<file path="src/rtl/vedic_mul32_seq.sv">
// Sequential 32x32 unsigned multiplier: one combinational Vedic 16x16 core is
// time-shared over four partial-product steps and accumulated into 64 bits.

// Recursive Vedic multiplier: four half-width products combined by the
// vertical/crosswise rule, bottoming out in a 2x2 gate-level cell.
module vedic_mul_n #(
    parameter int W = 16
) (
    input  logic [W-1:0]   a_i,
    input  logic [W-1:0]   b_i,
    output logic [2*W-1:0] p_o
);
    generate
        if (W == 2) begin : g_base
            logic crossA;
            logic crossB;
            logic high;
            logic carry;
            assign crossA = a_i[1] & b_i[0];
            assign crossB = a_i[0] & b_i[1];
            assign high   = a_i[1] & b_i[1];
            assign carry  = crossA & crossB;
            assign p_o[0] = a_i[0] & b_i[0];
            assign p_o[1] = crossA ^ crossB;
            assign p_o[2] = high ^ carry;
            assign p_o[3] = high & carry;
        end else begin : g_split
            localparam int H = W / 2;
            logic [W-1:0] prodLL;
            logic [W-1:0] prodHL;
            logic [W-1:0] prodLH;
            logic [W-1:0] prodHH;
            logic [W:0]   crossSum;

            vedic_mul_n #(.W(H)) uLL (.a_i(a_i[H-1:0]), .b_i(b_i[H-1:0]), .p_o(prodLL));
            vedic_mul_n #(.W(H)) uHL (.a_i(a_i[W-1:H]), .b_i(b_i[H-1:0]), .p_o(prodHL));
            vedic_mul_n #(.W(H)) uLH (.a_i(a_i[H-1:0]), .b_i(b_i[W-1:H]), .p_o(prodLH));
            vedic_mul_n #(.W(H)) uHH (.a_i(a_i[W-1:H]), .b_i(b_i[W-1:H]), .p_o(prodHH));

            // Crosswise terms share one weight, so add them before aligning.
            assign crossSum = {1'b0, prodHL} + {1'b0, prodLH};
            assign p_o = {prodHH, prodLL} + {{(H-1){1'b0}}, crossSum, {H{1'b0}}};
        end
    endgenerate
endmodule

module vedic_16x16 (
    input  logic [15:0] a_i,
    input  logic [15:0] b_i,
    output logic [31:0] p_o
);
    vedic_mul_n #(.W(16)) uCore (.a_i(a_i), .b_i(b_i), .p_o(p_o));
endmodule

module vedic_mul32_seq #(
    parameter bit ZERO_SKIP = 1'b1
) (
    input  logic        clk,
    input  logic        rst,
    input  logic        in_valid,
    output logic        in_ready,
    input  logic [31:0] a,
    input  logic [31:0] b,
    output logic        out_valid,
    input  logic        out_ready,
    output logic [63:0] product,
    output logic        busy
);
    typedef enum logic [1:0] {
        IDLE = 2'd0,
        MUL  = 2'd1,
        DONE = 2'd2
    } state_t;

    state_t      state_q,    state_d;
    logic [1:0]  step_q,     step_d;
    logic [63:0] acc_q,      acc_d;
    logic [31:0] aOp_q,      aOp_d;
    logic [31:0] bOp_q,      bOp_d;
    logic [63:0] product_q,  product_d;
    logic        outValid_q, outValid_d;

    logic [15:0] coreA;
    logic [15:0] coreB;
    logic [31:0] coreOut;
    logic [63:0] partial;
    logic [63:0] accSum;

    // Step selects which operand halves feed the core and the weight of the result.
    always_comb begin
        coreA   = aOp_q[15:0];
        coreB   = bOp_q[15:0];
        partial = {32'b0, coreOut};
        case (step_q)
            2'd0: begin
                coreA   = aOp_q[15:0];
                coreB   = bOp_q[15:0];
                partial = {32'b0, coreOut};
            end
            2'd1: begin
                coreA   = aOp_q[31:16];
                coreB   = bOp_q[15:0];
                partial = {16'b0, coreOut, 16'b0};
            end
            2'd2: begin
                coreA   = aOp_q[15:0];
                coreB   = bOp_q[31:16];
                partial = {16'b0, coreOut, 16'b0};
            end
            default: begin
                coreA   = aOp_q[31:16];
                coreB   = bOp_q[31:16];
                partial = {coreOut, 32'b0};
            end
        endcase
    end

    vedic_16x16 uCore (.a_i(coreA), .b_i(coreB), .p_o(coreOut));

    assign accSum = acc_q + partial;

    always_ff @(posedge clk) begin
        if (rst) begin
            state_q    <= IDLE;
            step_q     <= 2'd0;
            acc_q      <= 64'd0;
            aOp_q      <= 32'd0;
            bOp_q      <= 32'd0;
            product_q  <= 64'd0;
            outValid_q <= 1'b0;
        end else begin
            state_q    <= state_d;
            step_q     <= step_d;
            acc_q      <= acc_d;
            aOp_q      <= aOp_d;
            bOp_q      <= bOp_d;
            product_q  <= product_d;
            outValid_q <= outValid_d;
        end
    end

    always_comb begin
        state_d    = state_q;
        step_d     = step_q;
        acc_d      = acc_q;
        aOp_d      = aOp_q;
        bOp_d      = bOp_q;
        product_d  = product_q;
        outValid_d = outValid_q;
        case (state_q)
            IDLE: begin
                if (in_valid) begin
                    aOp_d  = a;
                    bOp_d  = b;
                    acc_d  = 64'd0;
                    step_d = 2'd0;
                    if (ZERO_SKIP && ((a == 32'd0) || (b == 32'd0))) begin
                        state_d    = DONE;
                        product_d  = 64'd0;
                        outValid_d = 1'b1;
                    end else begin
                        state_d = MUL;
                    end
                end
            end
            MUL: begin
                acc_d  = accSum;
                step_d = step_q + 2'd1;
                // The last partial product goes straight into the output register.
                if (step_q == 2'd3) begin
                    state_d    = DONE;
                    product_d  = accSum;
                    outValid_d = 1'b1;
                end
            end
            DONE: begin
                if (out_ready) begin
                    state_d    = IDLE;
                    outValid_d = 1'b0;
                end
            end
            default: begin
                state_d = IDLE;
            end
        endcase
    end

    assign in_ready  = (state_q == IDLE);
    assign busy      = (state_q != IDLE);
    assign out_valid = outValid_q;
    assign product   = product_q;
endmodule

</file>
<file path="config.mk">
export PLATFORM = sky130hd
export DESIGN_NAME = vedic_mul32_seq
export DESIGN_NICKNAME = d
export VERILOG_FILES = /design/src/rtl/vedic_mul32_seq.sv
export SDC_FILE = /design/constraint.sdc
export NUM_CORES = 1
export LEC_CHECK = 0
export CORE_MARGIN = 8
export CORE_UTILIZATION = 62
export DETAILED_ROUTE_END_ITERATION = 16
export HOLD_SLACK_MARGIN = 0.08
export PLACE_DENSITY = 0.83
export SLEW_MARGIN = 5
export SYNTH_ARGS = -nofsm -noshare
export SYNTH_HDL_FRONTEND = slang
export SYNTH_SLANG_ARGS = --single-unit
</file>
<file path="constraint.sdc">
create_clock -name clk -period 14.76 [get_ports clk]
set_input_delay 2.214 -clock clk [delete_from_list [all_inputs] [get_ports clk]]
set_output_delay 2.214 -clock clk [all_outputs]
set_load 0.005 [all_outputs]
</file>
==> flow_metrics.env, run 1 <==
export IMPL_outcome="completed"
export IMPL_htree_levels=4
export IMPL_cp_required_ns=15.12
export IMPL_cts_tree="yes"
export IMPL_grt_max_degree=102
export IMPL_p_leak_nw=12.9
export IMPL_wirelength_um=66500
export IMPL_dieWidth_um=208
export IMPL_synth_commonest_cells="ha_1, nor2_1, a21oi_1"
export IMPL_cp_max_fo=17
export IMPL_io_buffers=134
export IMPL_gp_congestion=1.00
export IMPL_wl_per_cell_um=19.2
export IMPL_clkSlewWorstSetupHoldPaths_ns=0.09
export IMPL_period_needed_ns=11.96
export IMPL_ios=135
export IMPL_cts_setup_buffers=0
export IMPL_finClkSkew_ns=0.0162
export IMPL_tightestPinTransition_ns=1.22
export IMPL_grt_pass1_vias=20908
export IMPL_syn_inst=2922
export IMPL_hpwlAfterDp_um=53600
export IMPL_synth_area_leaders="ha_1, dfxtp_1, xnor2_1"
export IMPL_synth_edf_count=0
export IMPL_finalCritPeriodShare=0.811
export IMPL_nets=3543
export IMPL_cts_buffers=17
export IMPL_whs_path_depth=2
export IMPL_seq_area_frac_synth=0.172
export IMPL_critical_path_max_stage_delay_ns=0.95
export IMPL_tns_ns=0
export IMPL_setup_worst_path_class="flip-flop to flip-flop"
export IMPL_r2r_cells=48
export IMPL_core_mm2=0.0364
export IMPL_finalSetupViolations=0
export IMPL_gr_total_overflow=0
export IMPL_area_growth_pct=10.4
export IMPL_synth_distinct_cells=76
export IMPL_fmax_ghz=0.0836
export IMPL_crit_path_end_kind="flip-flop"
export IMPL_maxCapViolCount=0
export IMPL_rsz0062_at_grt="false"
export IMPL_cp_arrival_ns=12.33
export IMPL_synth_seq_cells=197
export IMPL_hold_viol_final=0
export IMPL_hp_class="flip-flop to flip-flop"
export IMPL_firstDrtPassIters=7
export IMPL_regToRegSetupSlack_ns=2.80
export IMPL_fin_hold_ws_ns=0.456
export IMPL_cts_sinks=197
export IMPL_start_kind="flip-flop"
export IMPL_routed_via_count=21129
export IMPL_syn_area_mm2=0.0229
export IMPL_synth_nets=3473
export IMPL_async_reset_ff_frac=0
export IMPL_synth_top_area_frac=0.241
export IMPL_yosys_warnings=0
export IMPL_grt_usage=0.299
export IMPL_yosysTopAreaCell="ha_1"
export IMPL_fp_row_count=70
export IMPL_max_slew_margin_rel=0.183
export IMPL_postCtsHoldBufs=0
export IMPL_ir_drop_v=0.0000840
export IMPL_start_util=0.628
export IMPL_antenna_cells=0
export IMPL_cts_root_buf="clkbuf_16"
export IMPL_antenna_found_initial=1
export IMPL_clockBufferDepth=2
export IMPL_avgViaCountPerCell=6.08
export IMPL_slew_viol_final=0
export IMPL_synth_area_per_cell_um2=7.83
export IMPL_route_detailed_drc=0
export IMPL_yosysMostFrequentCell="ha_1"
export IMPL_pre_cts_slack_ns=3.15
export IMPL_synth_ff_type="dfxtp_1"
export IMPL_final_layout_size_suffix_gt1_frac=0.0373
export IMPL_dieArea_mm2=0.0433
export IMPL_grt_first_pass_wirelength_um=107000
export IMPL_crit_path_frequent_cell="ha_1"
export IMPL_p_per_area_mw_per_mm2=62.9
export IMPL_fp_dieH_um=208
export IMPL_fin_ws_ns=2.80
export IMPL_worstSkewPairLatency_ns=0.47
export IMPL_first_iter_violations=1337
export IMPL_antenna_left=0
export IMPL_postCtsResizedCells=0
export IMPL_cpMaxStageDelayCell="nor2_2"
worst max-delay path, delay by kind of cell (launching register included):
kind            cells  cell delay, ns
fa+ha+maj           8            2.78
buf+inv             3            0.44
mux                 1            0.29
xor+xnor            4            0.76
compound gates     20            4.17
flops               1            0.41
simple gates       12            2.99
area by class of cell:
cell class | instances | area [um^2]
inverters | 164 | 616
clock buffers | 18 | 439
repair buffers | 179 | 1680
well taps | 468 | 586
flip-flops and latches | 197 | 3940
multi-input cells | 2433 | 17800
clock inverters | 14 | 179
fillers | 3106 | 11200
stage by stage:
stage | total power [mW] | utilization | cells | instance area (um^2)
2_1_floorplan | 0.925 | - | 2922 | 22900
3_3_place_gp | 1.08 | 0.676 | 3441 | 24600
3_5_place_dp | 1.09 | 0.676 | 3441 | 24600
4_1_cts | 1.58 | 0.693 | 3473 | 25300
5_1_grt | 1.65 | 0.693 | 3473 | 25300
6_report | 1.59 | 0.693 | 3473 | 25300
layer usage:
| metal | track usage | routed length, um | vias up | part of all wire |
|---|---|---|---|---|
| met3 | 0.0344 | 3110 | 173 | 0.047 |
| met2 | 0.535 | 32500 | 683 | 0.49 |
| met4 | 0.149 | 3240 | 2 | 0.049 |
| li1 | - | - | 10344 | - |
| met5 | 0 | 13 | - | 0.00020 |
| met1 | 0.351 | 27700 | 9927 | 0.42 |
final timing paths:
check                             endpoint                startpoint
setup reg to reg  product[57]$_SDFFE_PP0P_    step_q[0]$_SDFFE_PP0P_
setup / recovery  product[57]$_SDFFE_PP0P_    step_q[0]$_SDFFE_PP0P_
hold / removal    product[63]$_SDFFE_PP0P_  product[63]$_SDFFE_PP0P_
hold reg to reg   product[63]$_SDFFE_PP0P_  product[63]$_SDFFE_PP0P_
placed cells by master, fill, tap and decap left out, drive strengths merged, types with 19 or more instances in the layout:
master	instances
a21o	143
a21oi	321
a22o	54
a22oi	25
and2	21
buf	46
clkdlybuf4s50	133
dfxtp	197
fa	43
ha	440
inv	171
mux2i	40
nand2	258
nand2b	24
nand3	38
nand4	20
nor2	410
nor2b	24
nor3	27
nor4	19
o21ai	84
o21bai	57
xnor2	189
xor2	57
state kept, by name (all words and copies together), names as in the netlist:
name,flops
acc_q,64
product,64
aOp_q,32
bOp_q,32
state_q,2
step_q,2
out_valid,1
power by group:
part           switching [mW]  total, mW  internal, mW
sequential             0.0164      0.566         0.550
clock                   0.243      0.492         0.249
combinational           0.343      0.529         0.187
total                   0.602       1.59         0.985
logic make-up after synthesis:
| kind of cell | synth area share |
|---|---|
| compound gates | 0.217 |
| xor+xnor | 0.0952 |
| fa+ha+maj | 0.278 |
| buf+inv | 0.0502 |
| flops | 0.172 |
| mux | 0.0175 |
| simple gates | 0.169 |
No activity file was read; power rests on OpenSTA's default activity.
==> run 2, diff against run 1 <==
==> constraint.sdc (replaced) <==
create_clock -name clk -period 11.9 [get_ports clk]
set_input_delay 1.785 -clock clk [delete_from_list [all_inputs] [get_ports clk]]
set_output_delay 1.785 -clock clk [all_outputs]
set_load 0.005 [all_outputs]
==> run 2 against run 1 <==
  * Wire length decreased by 1.2%
  * Non-clock buffer count increased by 13
  * Total power rose by 23%
  * Worst setup slack got worse by 2.1 ns
  * Clock-buffer cell count unchanged
  * Core utilization is 0.40 points higher
  * Clock power is 19% higher
  * Register-to-register slack got worse by 2.1 ns
==> flow_metrics.env, run 2 (synthesis gave the netlist of run 1 again) <==
export IMPL_fp_dieH_um=208
export IMPL_tightestPinTransition_ns=1.19
export IMPL_p_leak_nw=13.0
export IMPL_cp_required_ns=12.26
export IMPL_antenna_found_initial=0
export IMPL_first_iter_violations=1592
export IMPL_min_from="product[8]$_SDFFE_PP0P_"
export IMPL_slew_viol_final=0
export IMPL_wirelength_um=65700
export IMPL_start_kind="flip-flop"
export IMPL_worstSkewPairLatency_ns=0.46
export IMPL_fp_row_count=70
export IMPL_outcome="completed"
export IMPL_finalCritPeriodShare=0.942
export IMPL_grt_first_pass_wirelength_um=106000
export IMPL_area_growth_pct=11.0
export IMPL_rsz0062_at_grt="false"
export IMPL_p_per_area_mw_per_mm2=77.1
export IMPL_cts_tree="yes"
export IMPL_maxCapViolCount=0
export IMPL_fmax_ghz=0.0892
export IMPL_avgViaCountPerCell=6.15
export IMPL_grt_pass1_vias=21377
export IMPL_core_mm2=0.0364
export IMPL_htree_levels=4
export IMPL_crit_path_frequent_cell="ha_1"
export IMPL_tns_ns=0
export IMPL_hpwlAfterDp_um=52200
export IMPL_critical_path_max_stage_delay_ns=0.62
export IMPL_grtUsageMet2=0.524
export IMPL_cts_sinks=197
export IMPL_routed_via_count=21427
export IMPL_wl_per_cell_um=18.9
export IMPL_antenna_cells=0
export IMPL_hp_class="flip-flop to flip-flop"
export IMPL_start_util=0.628
export IMPL_nets=3556
export IMPL_dieArea_mm2=0.0433
export IMPL_grt_max_degree=109
export IMPL_cp_arrival_ns=11.57
export IMPL_final_cell_mix="ha_1, nor2_1, a21oi_1"
export IMPL_ir_drop_v=0.0000782
export IMPL_setup_worst_path_class="flip-flop to flip-flop"
export IMPL_grt_busiest_layer="met2"
export IMPL_crit_path_end_kind="flip-flop"
export IMPL_hold_viol_final=0
export IMPL_cp_max_fo=16
export IMPL_ios=135
export IMPL_use_met1=0.347
export IMPL_max_slew_margin_rel=0.207
export IMPL_layout_commonest_cell="ha_1"
export IMPL_dieWidth_um=208
export IMPL_total_power_mw=1.96
export IMPL_cts_root_buf="clkbuf_16"
export IMPL_fin_hold_ws_ns=0.454
export IMPL_gr_total_overflow=0
export IMPL_antenna_left=0
export IMPL_io_buffers=134
export IMPL_stdcell_area_mm2=0.0254
export IMPL_final_layout_size_suffix_gt1_frac=0.0441
export IMPL_layoutNonFillerInstCount=3484
export IMPL_regToRegStartpoint="step_q[0]$_SDFFE_PP0P_"
export IMPL_gp_congestion=0.965
export IMPL_grt_usage=0.295
export IMPL_route_detailed_drc=0
export IMPL_period_needed_ns=11.21
export IMPL_cts_buffers=17
export IMPL_firstDrtPassIters=5
export IMPL_grt_use_met3=0.0373
export IMPL_finClkSkew_ns=0.0131
export IMPL_placed_area_mm2=0.0247
export IMPL_clkSlewWorstSetupHoldPaths_ns=0.08
export IMPL_clockBufferDepth=2
export IMPL_postCtsHoldBufs=0
export IMPL_finalSetupViolations=0
export IMPL_crit_start="step_q[0]$_SDFFE_PP0P_"
export IMPL_cpMaxStageDelayCell="fa_1"
export IMPL_dp_cells=3450
run 2: cell count changes in the layout (fill, tap and decap cells not counted), moves of 2 or more:
cell      delta
buf_6        +2
o21ai_0      -3
clkinv_8     -2
mux2i_1      -2
o21ai_1      +3
buf_4       +10
run 2: stage by stage:
| stage | setup WS [ns] | util |
|---|---|---|
| after detailed placement | 0.258 | 0.678 |
| after floorplan | 1.04 | - |
| final | 0.694 | 0.697 |
| after global routing | 0.00594 | 0.697 |
| after CTS | 0.212 | 0.694 |
| after global placement | 0.671 | 0.678 |
run 2: final timing paths:
path	end	slack (ns)	depth (start not counted)
min reg2reg	product[8]$_SDFFE_PP0P_	0.45	2
max	acc_q[58]$_SDFFE_PP0P_	0.69	46
min	product[8]$_SDFFE_PP0P_	0.45	2
max reg2reg	acc_q[58]$_SDFFE_PP0P_	0.69	46
run 2: report_power, final:
part | switching [mW] | total (mW) | internal (mW)
Clock | 0.287 | 0.587 | 0.300
Sequential | 0.0153 | 0.697 | 0.682
Combinational | 0.435 | 0.674 | 0.239
run 2: area by class of cell:
class | count | area [um^2]
multi-input cells | 2433 | 17900
fillers | 3052 | 11000
flip-flops and latches | 197 | 3940
repair buffers | 192 | 1790
inverters | 164 | 616
well taps | 468 | 586
clock buffers | 18 | 439
clock inverters | 12 | 139
run 2: worst max-delay path, delay by kind of cell, from the launching register on:
family | cells | cell delay (ns)
AO/OA/AOI/OAI | 20 | 4.22
XOR/XNOR | 4 | 0.73
adder cells (fa/ha/maj) | 9 | 3.10
buffers and inverters | 4 | 0.45
flip-flops | 1 | 0.40
multiplexers | 2 | 0.72
AND/OR/NAND/NOR | 7 | 1.45
run 2: layer usage:
layer	share of wire	vias to the layer above
li1	-	10369
met1	0.41	10158
met2	0.48	723
met3	0.056	177
met4	0.047	0
met5	0	-
run 2: timing repair:
| item | CTS | global route |
|---|---|---|
| gates resized for setup | 0 | 18 |
| endpoints found under the setup margin | 0 | 59 |
| buffers inserted | 0 | 4 |
==> run 3, diff against run 2 <==
--- a/config.mk
+++ b/config.mk
@@ -10,6 +10,7 @@
 export DETAILED_ROUTE_END_ITERATION = 16
 export HOLD_SLACK_MARGIN = 0.08
 export PLACE_DENSITY = 0.83
+export RECOVER_POWER = 100
 export SLEW_MARGIN = 5
 export SYNTH_ARGS = -nofsm -noshare
 export SYNTH_HDL_FRONTEND = slang
==> run 3 against run 2 <==
  * The run now ends with capacitance limit, slew limit left
  * Total power is essentially flat
  * Cell count stayed put
  * Fmax about the same
  * Core utilization decreased by 0.18 points
  * Combinational power barely moved
==> flow_metrics.env, run 3 (synthesis gave the netlist of run 1 again) <==
export IMPL_cp_max_fo=16
export IMPL_antenna_cells=0
export IMPL_pre_cts_slack_ns=0.258
export IMPL_path_buf_inv=5
export IMPL_gp_congestion=0.965
export IMPL_finish_utilization=0.695
export IMPL_r2r_cells=46
export IMPL_p_per_area_mw_per_mm2=77.2
export IMPL_path_depth=46
export IMPL_wl_per_cell_um=18.8
export IMPL_tightestPinTransition_ns=4.61
export IMPL_fmax_ghz=0.0892
export IMPL_dp_cells=3450
export IMPL_cts_buffers=17
export IMPL_start_util=0.628
export IMPL_maxCapViolCount=2
export IMPL_p_leak_nw=13.2
export IMPL_nets=3556
export IMPL_htree_levels=4
export IMPL_layout_commonest_cell="ha_1"
export IMPL_avgViaCountPerCell=6.13
export IMPL_p_comb_frac=0.344
export IMPL_cts_tree="yes"
export IMPL_hpwlAfterDp_um=52200
export IMPL_use_met1=0.347
export IMPL_critical_path_max_stage_delay_ns=0.57
export IMPL_rsz0062_at_grt="false"
export IMPL_hp_class="flip-flop to flip-flop"
export IMPL_grt_first_pass_wirelength_um=106000
export IMPL_core_mm2=0.0364
export IMPL_switching_share=0.376
export IMPL_regToRegStartpoint="step_q[0]$_SDFFE_PP0P_"
export IMPL_firstDrtPassIters=5
export IMPL_regArea_mm2=0.00394
export IMPL_max_slew_margin_rel=-2.08
export IMPL_dieWidth_um=208
export IMPL_wirelength_um=65700
export IMPL_crit_path_frequent_cell="ha_1"
export IMPL_ios=135
export IMPL_start_kind="flip-flop"
export IMPL_multi_input_area_mm2=0.0178
export IMPL_clkSlewWorstSetupHoldPaths_ns=0.08
export IMPL_pwr_share_clk=0.300
export IMPL_fp_row_count=70
export IMPL_critPathTopFamily="compound AO/OA/AOI/OAI gates"
export IMPL_antenna_found_initial=0
export IMPL_r2r_end="product[46]$_SDFFE_PP0P_"
export IMPL_route_detailed_drc=0
export IMPL_layoutNonFillerInstCount=3484
export IMPL_setup_worst_path_class="flip-flop to flip-flop"
export IMPL_gr_total_overflow=0
export IMPL_period_needed_ns=11.21
export IMPL_cts_sinks=197
export IMPL_crit_path_end_kind="flip-flop"
export IMPL_finalSetupViolations=0
export IMPL_crit_start="step_q[0]$_SDFFE_PP0P_"
export IMPL_tns_ns=0
export IMPL_finalCritPeriodShare=0.942
export IMPL_slew_viol_final=155
export IMPL_cp_arrival_ns=11.54
export IMPL_grt_busiest_layer="met2"
export IMPL_grt_pass1_vias=21377
export IMPL_grt_usage=0.295
export IMPL_final_cell_mix="ha_1, nor2_1, a21oi_1"
export IMPL_area_growth_pct=10.7
export IMPL_p_seq_frac=0.357
export IMPL_fill_cells=3068
export IMPL_p_sw_mw=0.736
export IMPL_clockBufferDepth=2
export IMPL_outcome="finished with violations"
export IMPL_setup_worst_path_end="product[46]$_SDFFE_PP0P_"
export IMPL_first_iter_violations=1626
export IMPL_fin_ws_ns=0.692
export IMPL_final_layout_size_suffix_gt1_frac=0.0408
export IMPL_grt_max_degree=109
export IMPL_violations="capacitance limit, slew limit"
export IMPL_grtUsageMet2=0.524
export IMPL_antenna_left=0
export IMPL_cpMaxStageDelayCell="fa_1"
export IMPL_cp_required_ns=12.24
export IMPL_fp_dieH_um=208
export IMPL_regToRegSetupSlack_ns=0.69
export IMPL_cts_root_buf="clkbuf_16"
export IMPL_dieArea_mm2=0.0433
export IMPL_grt_use_met3=0.0373
export IMPL_finClkSkew_ns=0.0131
export IMPL_hold_viol_final=0
export IMPL_io_buffers=134
export IMPL_worstSkewPairLatency_ns=0.46
export IMPL_ir_drop_v=0.0000780
export IMPL_intPower_mw=1.22
export IMPL_routed_via_count=21374
-- run 3: cell types whose count changed in the layout (fill, tap and decap cells not counted), moves of 2 or more --
cell / before / now
buf_4: 56 / 53
clkbuf_1: 0 / 3
clkdlybuf4s50_1: 133 / 66
dlygate4sd3_1: 0 / 67
o41ai_1: 1 / 3
o41ai_2: 2 / 0
-- run 3: routing by layer --
| layer | part of all wire | wire length [um] |
|---|---|---|
| met3 | 0.057 | 3760 |
| met2 | 0.48 | 31800 |
| met5 | 0 | 0 |
| met4 | 0.047 | 3110 |
| met1 | 0.41 | 27000 |
-- run 3: how the worst min path moves through the flow --
stage                                       start                       to  slack [ns]  cells past startpoint
after floorplan            acc_q[63]$_SDFFE_PP0P_   acc_q[63]$_SDFFE_PP0P_        0.43                      2
after global placement     acc_q[63]$_SDFFE_PP0P_   acc_q[63]$_SDFFE_PP0P_        0.44                      2
after detailed placement  product[8]$_SDFFE_PP0P_  product[8]$_SDFFE_PP0P_        0.45                      2
after CTS                  bOp_q[11]$_SDFFE_PP0P_   bOp_q[11]$_SDFFE_PP0P_        0.46                      2
after global routing        bOp_q[1]$_SDFFE_PP0P_    bOp_q[1]$_SDFFE_PP0P_        0.48                      2
final                     product[8]$_SDFFE_PP0P_  product[8]$_SDFFE_PP0P_        0.45                      2
-- run 3: area by class of cell --
cell class              instances  area share
multi-input cells            2433       0.704
flip-flops and latches        197       0.156
repair buffers                192      0.0704
inverters                     164      0.0243
well taps                     468      0.0231
clock buffers                  18      0.0173
clock inverters                12     0.00548
-- run 3: stage by stage --
| stage | power (mW) | hold slack [ns] | cell area (um^2) |
|---|---|---|---|
| finish | 1.96 | 0.450 | 25300 |
| global route | 2.04 | 0.477 | 25300 |
| CTS | 1.94 | 0.458 | 25300 |
| detailed placement | 1.36 | 0.447 | 24700 |
| global placement | 1.35 | 0.435 | 24700 |
| floorplan | 1.15 | 0.427 | 22900 |
-- run 3: what timing repair did --
action | in CTS | in global routing
resized for setup | 0 | 18
setup buffers | 0 | 4
endpoints found under the setup margin | 0 | 59
hold buffers | 0 | 0
-- run 3: power by group through the flow --
stage	registers, mW	clock network, mW	logic (mW)
2_1_floorplan	0.707	0	0.440
3_3_place_gp	0.711	0	0.639
3_5_place_dp	0.712	0	0.651
4_1_cts	0.697	0.589	0.657
5_1_grt	0.700	0.619	0.724
6_report	0.698	0.586	0.673
-- run 3: tightest hold or removal path, cell delays in order (launching register included) --
cell     delay (ns)
dfxtp_1        0.31
nand2_1        0.05
a21oi_1        0.05
